==> src/rtl/regfile_writeback.sv <==
// In-order write-back FIFO that merges ALU and load results into the register
// file's single write port. Optional forwarding CAM enabled by `define WB_FWD_EN.
module regfile_writeback #(
  parameter int DEPTH = 4,
  parameter int AW    = 6,
  parameter int DW    = 32
) (
  input  logic                       clk,
  input  logic                       reset,
  input  logic                       alu_valid,
  output logic                       alu_ready,
  input  logic [AW-1:0]              alu_wa,
  input  logic [DW-1:0]              alu_wd,
  input  logic                       mem_valid,
  output logic                       mem_ready,
  input  logic [AW-1:0]              mem_wa,
  input  logic [DW-1:0]              mem_wd,
  input  logic                       hold,
  output logic                       write,
  output logic [AW-1:0]              wa,
  output logic [DW-1:0]              wd,
  output logic [$clog2(DEPTH):0]     count,
  input  logic [AW-1:0]              fwd_ra,
  output logic                       fwd_hit,
  output logic [DW-1:0]              fwd_data
);

  localparam int PW = $clog2(DEPTH);
  localparam int CW = PW + 1;

  // Handshake: a result transfers on a rising edge where valid & ready are both
  // high. Ready is a function of registered state only, so valid may depend on
  // ready but never the reverse; a producer holds valid/data until accepted.

  logic [AW-1:0] wa_mem [DEPTH];
  logic [DW-1:0] wd_mem [DEPTH];
  logic [PW-1:0] rd_ptr, wr_ptr;
  logic [CW-1:0] count_q;
  logic          rr;
  logic [CW-1:0] free;
  logic          alu_acc, mem_acc, pop;
  logic          rr_toggle;

  assign count = count_q;
  assign free  = CW'(DEPTH) - count_q;

  always_comb begin
    alu_ready = 1'b0;
    mem_ready = 1'b0;
    if (free >= CW'(2)) begin
      alu_ready = 1'b1;
      mem_ready = 1'b1;
    end else if (free == CW'(1)) begin
      alu_ready = ~rr;
      mem_ready = rr;
    end
  end

  assign alu_acc   = alu_valid & alu_ready;
  assign mem_acc   = mem_valid & mem_ready;
  assign pop       = write;
  assign rr_toggle = (free == CW'(1)) & ((~rr & alu_acc) | (rr & mem_acc));

  assign write = (count_q != '0) & ~hold;
  assign wa    = (count_q != '0) ? wa_mem[rd_ptr] : '0;
  assign wd    = (count_q != '0) ? wd_mem[rd_ptr] : '0;

  always_ff @(posedge clk) begin
    if (!reset) begin
      rd_ptr  <= '0;
      wr_ptr  <= '0;
      count_q <= '0;
      rr      <= 1'b0;
    end else begin
      rd_ptr  <= rd_ptr + PW'(pop);
      wr_ptr  <= wr_ptr + PW'(alu_acc) + PW'(mem_acc);
      count_q <= count_q + CW'(alu_acc) + CW'(mem_acc) - CW'(pop);
      if (rr_toggle) rr <= ~rr;
    end
  end

  // On a dual accept the load goes in first, so the ALU result is younger.
  always_ff @(posedge clk) begin
    if (reset) begin
      if (mem_acc) begin
        wa_mem[wr_ptr] <= mem_wa;
        wd_mem[wr_ptr] <= mem_wd;
      end
      if (alu_acc) begin
        wa_mem[wr_ptr + PW'(mem_acc)] <= alu_wa;
        wd_mem[wr_ptr + PW'(mem_acc)] <= alu_wd;
      end
    end
  end

`ifdef WB_FWD_EN
  // Scan oldest to youngest so the last match seen is the youngest one.
  logic [PW-1:0] idx;
  always_comb begin
    fwd_hit  = 1'b0;
    fwd_data = '0;
    idx      = '0;
    for (int i = 0; i < DEPTH; i++) begin
      idx = rd_ptr + PW'(i);
      if ((CW'(i) < count_q) && (wa_mem[idx] == fwd_ra)) begin
        fwd_hit  = 1'b1;
        fwd_data = wd_mem[idx];
      end
    end
  end
`else
  logic unused_fwd_ra;
  assign unused_fwd_ra = ^fwd_ra;
  assign fwd_hit       = 1'b0;
  assign fwd_data      = '0;
`endif

endmodule

==> config.mk <==
export PLATFORM = sky130hd
export DESIGN_NAME = regfile_writeback
export DESIGN_NICKNAME = d
export VERILOG_FILES = /design/src/rtl/regfile_writeback.sv
export SDC_FILE = /design/constraint.sdc
export NUM_CORES = 1
export LEC_CHECK = 0
export CAP_MARGIN = 20
export CORE_MARGIN = 5
export CORE_UTILIZATION = 35
export DETAILED_ROUTE_END_ITERATION = 8
export GPL_TIMING_DRIVEN = 1
export MAX_ROUTING_LAYER = met4
export PLACE_DENSITY_LB_ADDON = 0.1
export SLEW_MARGIN = 40
export SYNTH_ARGS = -nofsm -noshare
export SYNTH_HDL_FRONTEND = slang
export SYNTH_SLANG_ARGS = --single-unit
==> constraint.sdc <==
create_clock -name clk -period 7 [get_ports clk]
set_input_delay 0.7 -clock clk [delete_from_list [all_inputs] [get_ports clk]]
set_output_delay 0.7 -clock clk [all_outputs]
set_load 0.02 [all_outputs]
### Yosys cells after proc, flatten, opt, wreduce, memory -nomap -nowiden

Memory sizes are Yosys's and may differ from the RTL's. A register that Yosys moved wholly into a read port is not among the register bits.
Index checks and enable logic that the tools add are counted.

| word-level totals | value |
|---|---|
| memories kept | 2 |
| word-level logic and storage cells | 40 |
| bits in writable memories | 152 |
| output and inout port bits | 77 |
| bits in registers | 8 |
| input port bits | 87 |

| operators by class | value |
|---|---|
| add/sub/neg operators | 8 |
| reductions and logical operators | 1 |
| magnitude comparators | 1 |
| eq/ne operators | 1 |
| bitwise operators | 9 |
| mux-type cells | 14 |

Memory list:

| name | words | width | read ports | clocked after Yosys merged registers in | write ports | line | source |
|---|---|---|---|---|---|---|---|
| wd_mem | 4 | 32 | 1 | 1 | 2 | 36 | `logic [DW-1:0] wd_mem [DEPTH];` |
| wa_mem | 4 | 6 | 1 | 1 | 2 | 35 | `logic [AW-1:0] wa_mem [DEPTH];` |

Operators by type and width:

| kind | count |
|---|---|
| 32-bit 2-to-1 mux | 1 |
| 1-bit 2-to-1 mux | 10 |
| 2-bit by 1-bit adder with 2-bit output | 4 |
| 3-bit by 1-bit adder with 3-bit output | 2 |
| 1-bit AND | 6 |
| 6-bit 2-to-1 mux | 1 |
| 2-bit 2-to-1 mux | 2 |
| 3-bit by 1-bit equality test with 1-bit output, second input constant | 1 |
| 3-bit by 2-bit >= comparator with 1-bit output, second input constant | 1 |
| 3-bit nonzero test | 1 |
| 3-bit by 1-bit subtractor with 3-bit output | 1 |
| 3-bit subtractor, first input constant | 1 |
| 1-bit inverter | 2 |
| 1-bit OR | 1 |

### Logic depth before layout (Yosys ltp)

| logic depth | value |
|---|---|
| word-level depth | 8 |
| gate-level depth with buffers | 13 |
| mapped depth without buffers | 13 |

### Least setup slack after synthesis

No wires, ideal clock.

| timing | value |
|---|---|
| path type | register -> register |
| start | reg count_q[1], in the netlist count[1] |
| end | mem wa_mem[2][0], enable pin |
| library setup time | 397 ps |
| required time | 6,603 ps |
| slack | 3,024 ps |
| stages on the path, launching flop included | 12 |
| data arrival time | 3,579 ps |
| buffers on the path | 2 |
| clock period less this slack | 3,976 ps |
| cell sequence | dfxtp_1 inv_1 ha_1 ha_1 nor3b_4 a21boi_1 ha_1 nand3b_1 a211oi_2 buf_6 buf_8 a41o_1 |

RTL lines:

| item | line | source |
|---|---|---|
| start: declaration | 38 | `logic [CW-1:0] count_q;` |
| start signal: assignment | 77 | `count_q <= count_q + CW'(alu_acc) + CW'(mem_acc) - CW'(pop);` |
| end: declaration | 35 |  |

==> results by group <==
Final layout
  • Ant diodes: 0
  • Fillers: 2194
  • Share of cells above drive strength 1: 0.380
  • Final cell count without fillers: 964
  • Final nets: 724
  • Layout area overhead: 23.3%

STA
  • Setup violations, final: 0
  • Max Fclk: 0.248 GHz
  • Max-Slew Margin vs Limit: 0.499
  • Final Skew: 0.00783 ns
  • Final slew viol count: 0
  • Post-layout min period: 4.04 ns
  • Measured slew at the worst slew-check pin: 0.751 ns
  • Tcrit/Tclk final: 0.577
  • RSZ-0062 raised after global routing: false
  • Hold Fails Final Rpt: 0
  • Total negative slack: 0 ns

Critical path
  • CP max-delay cell: buf_4
  • FF-to-FF setup slack: 2.96 ns
  • Crit path max fanout: 38
  • Crit end category: register
  • CP Launch Type: register
  • Critical Path Most Common Cell: ha_1
  • CP Class: reg2reg
  • Critical Path Max Stage Delay: 0.64 ns
  • CP required: 7.17 ns
  • CP cell instances: inv_1 -> ha_1 -> ha_4 -> nor3b_4 -> a21boi_1 -> ha_1 -> nand3b_1 -> a211oi_4 -> buf_4 -> mux2_2
  • CP arrival: 4.21 ns

Pwr
  • Power Total: 4.04 mW
  • Clock power share: 0.229
  • Leakage: 3.52 nW
  • Sequential Power Share: 0.347
  • Internal Power: 2.68 mW
  • Maximum vdd drop: 0.000156 V
  • Switching portion of total power: 0.338
  • Combinational share of power: 0.424
  • Psw: 1.37 mW
  • Pwr Density: 381 mW/mm^2

Min path
  • Worst min-delay path class: reg2reg

Synthesis
  • Adder-cell share of the synthesized area: 0.0172
  • Synth Area per Inst: 17.0 sq um
  • Area contributors post-synth: edfxtp_1 (53%), mux2_2 (15%), mux4_2 (9.9%), mux2_4 (6.3%), buf_4 (3.8%)
  • Cells after Synth: 505
  • Yosys cell types: 30
  • Cell area after synthesis: 0.00861 sq mm
  • Cell taking the most area after synthesis: edfxtp_1
  • Seq cells post-synth: 160
  • Simple-gate share of the synthesized area: 0.0408
  • Register area share after synthesis: 0.549
  • XOR/XNOR Fraction of Synth Area: 0.00611
  • Mux contribution to synthesized area: 0.314
  • YS warnings: 0
  • Compound-Gate Fraction of Synth Area: 0.0121
  • Top cell type's share of synthesized area: 0.530
  • Main combinational cell family by area after synthesis: multiplexers

GRT
  • Initial antenna violation count: 0
  • Number of global-route vias before repair: 5219
  • Grt total ovfl: 0
  • GRT Util Overall: 0.151
  • First-pass GRT wire length: 30.9 mm
  • Largest net degree at the start of global routing: 40

CTS
  • TritonCTS clock tree: yes
  • Skew-Pair Late Insertion Delay: 0.43 ns
  • TritonCTS Sinks: 160
  • Hold-fix buffers, CTS: 0
  • Post-CTS Resized: 0
  • Clk buf depth: 2
  • Num CTS Buffers: 17
  • # Post-CTS Setup Buffers: 0
  • Clock root cell: clkbuf_16
  • Clk slew on worst S/H paths: 0.06 ns
  • H-tree depth: 4

Place
  • Port bufs: 124
  • Placed Cells: 932
  • Final Wtd Congestion: 0.747
  • Hpwl dp: 12.1 mm

Route
  • Via Count: 4756
  • Initial DRT Pass Iterations: 4
  • Via density: 4.93
  • Final WL: 20.5 mm
  • Drc violations: 0
  • Routed wire per std cell: 21.2 microns
  • First DRT Iteration DRCs: 197
  • Post-route ant nets: 0

Floorplan
  • Core Rows: 57
  • Die area: 0.0278 sq mm
  • Die Y-Extent: 167 microns
  • CORE AREA: 0.0242 sq mm
  • Die width: 167 microns
  • Io pins: 164
  • Initial Utilization: 0.355

Run
  • # Max-Cap Violations: 0

Status
  • Status: finished clean
-- power by group through the flow --
stage               Combinational [mW]  Clock (mW)  Sequential, mW
floorplan                         1.13           0            1.38
CTS                               1.77       0.952            1.41
finish                            1.72       0.927            1.40
detailed placement                1.76           0            1.43
global placement                  1.69           0            1.45
global route                      1.84       0.989            1.42
-- final timing paths --
kind	start	end	cells after the start
hold reg to reg	rr	rr	2
setup reg to reg	count[1]	wd_mem[0][20]	10
setup / recovery	count[1]	wd_mem[0][20]	10
hold / removal	rr	rr	2
-- cells in the mapped netlist, drive strengths merged --
cell type,count
nor3b,1
fa,3
a41o,4
nand3,1
nand4,1
inv,8
mux4,38
a211oi,4
xor2,2
xnor2,4
nand2b,1
ha,7
dfxtp,8
and2,5
nor2,2
nor2b,40
conb,1
nand2,5
nand3b,1
buf,55
a31oi,1
clkbuf,8
edfxtp,152
mux2,152
a21boi,1
-- sequential cells by signal, indices dropped and copies added, names as in the netlist --
name / flops
wd_mem: 128
rd_ptr: 2
wr_ptr: 2
rr: 1
count: 3
wa_mem: 24
-- cell type report --
| class | instances | area [sq um] | area share |
|---|---|---|---|
| clock buffer | 17 | 425 | 0.0401 |
| tap | 324 | 405 | 0.0382 |
| inverter | 8 | 30.0 | 0.00283 |
| multi-input combinational | 306 | 3530 | 0.333 |
| timing repair buffer | 134 | 1330 | 0.125 |
| sequential | 160 | 4730 | 0.446 |
| clock inverter | 15 | 161 | 0.0152 |
-- cell families (layout without fill, tap and decap cells) --
logic type / after synthesis / after routing
flip-flops: 160 / 160
other: 1 / 33
adder cells (fa/ha/maj): 10 / 10
buffers and inverters: 71 / 174
XOR/XNOR: 6 / 6
AND/OR/NAND/NOR: 57 / 57
AO/OA/AOI/OAI: 10 / 10
multiplexers: 190 / 190
-- cells in the final DEF (no fill, tap or decap), types with 8 or more instances in the layout --
master and n:
nor2b_1 40, edfxtp_1 152, clkdlybuf4s50_1 124, inv_1 8, conb_1 33, mux4_2 38
clkbuf_16 17, buf_4 9, mux2_2 116, mux2_4 36
-- metal layers --
| metal | GRT usage | vias to the layer above | share of wire |
|---|---|---|---|
| li1 | - | 2142 | - |
| met2 | 0.256 | 138 | 0.52 |
| met4 | 0.0459 | 0 | 0.015 |
| met5 | - | - | 0 |
| met3 | 0.0315 | 24 | 0.052 |
| met1 | 0.183 | 2452 | 0.42 |
-- metrics by stage --
step | area, sq um | hold slack (ns) | util | setup WS (ns)
finish | 10600 | 0.552 | 0.438 | 2.96
global route | 10600 | 0.576 | 0.438 | 2.75
CTS | 10600 | 0.547 | 0.438 | 2.91
detailed placement | 10000 | 0.531 | 0.413 | 2.92
global placement | 9990 | 0.516 | 0.412 | 2.97
floorplan | 8730 | 0.486 | - | 3.02
-- worst max-delay path, delay by kind of cell, from the launching register on --
family,cells,cell delay [ns]
simple gates,2,0.76
mux,1,0.42
buf+inv,2,0.76
fa+ha+maj,3,0.88
flops,1,0.37
compound gates,2,0.57
Power figures use the tool's default switching activity.
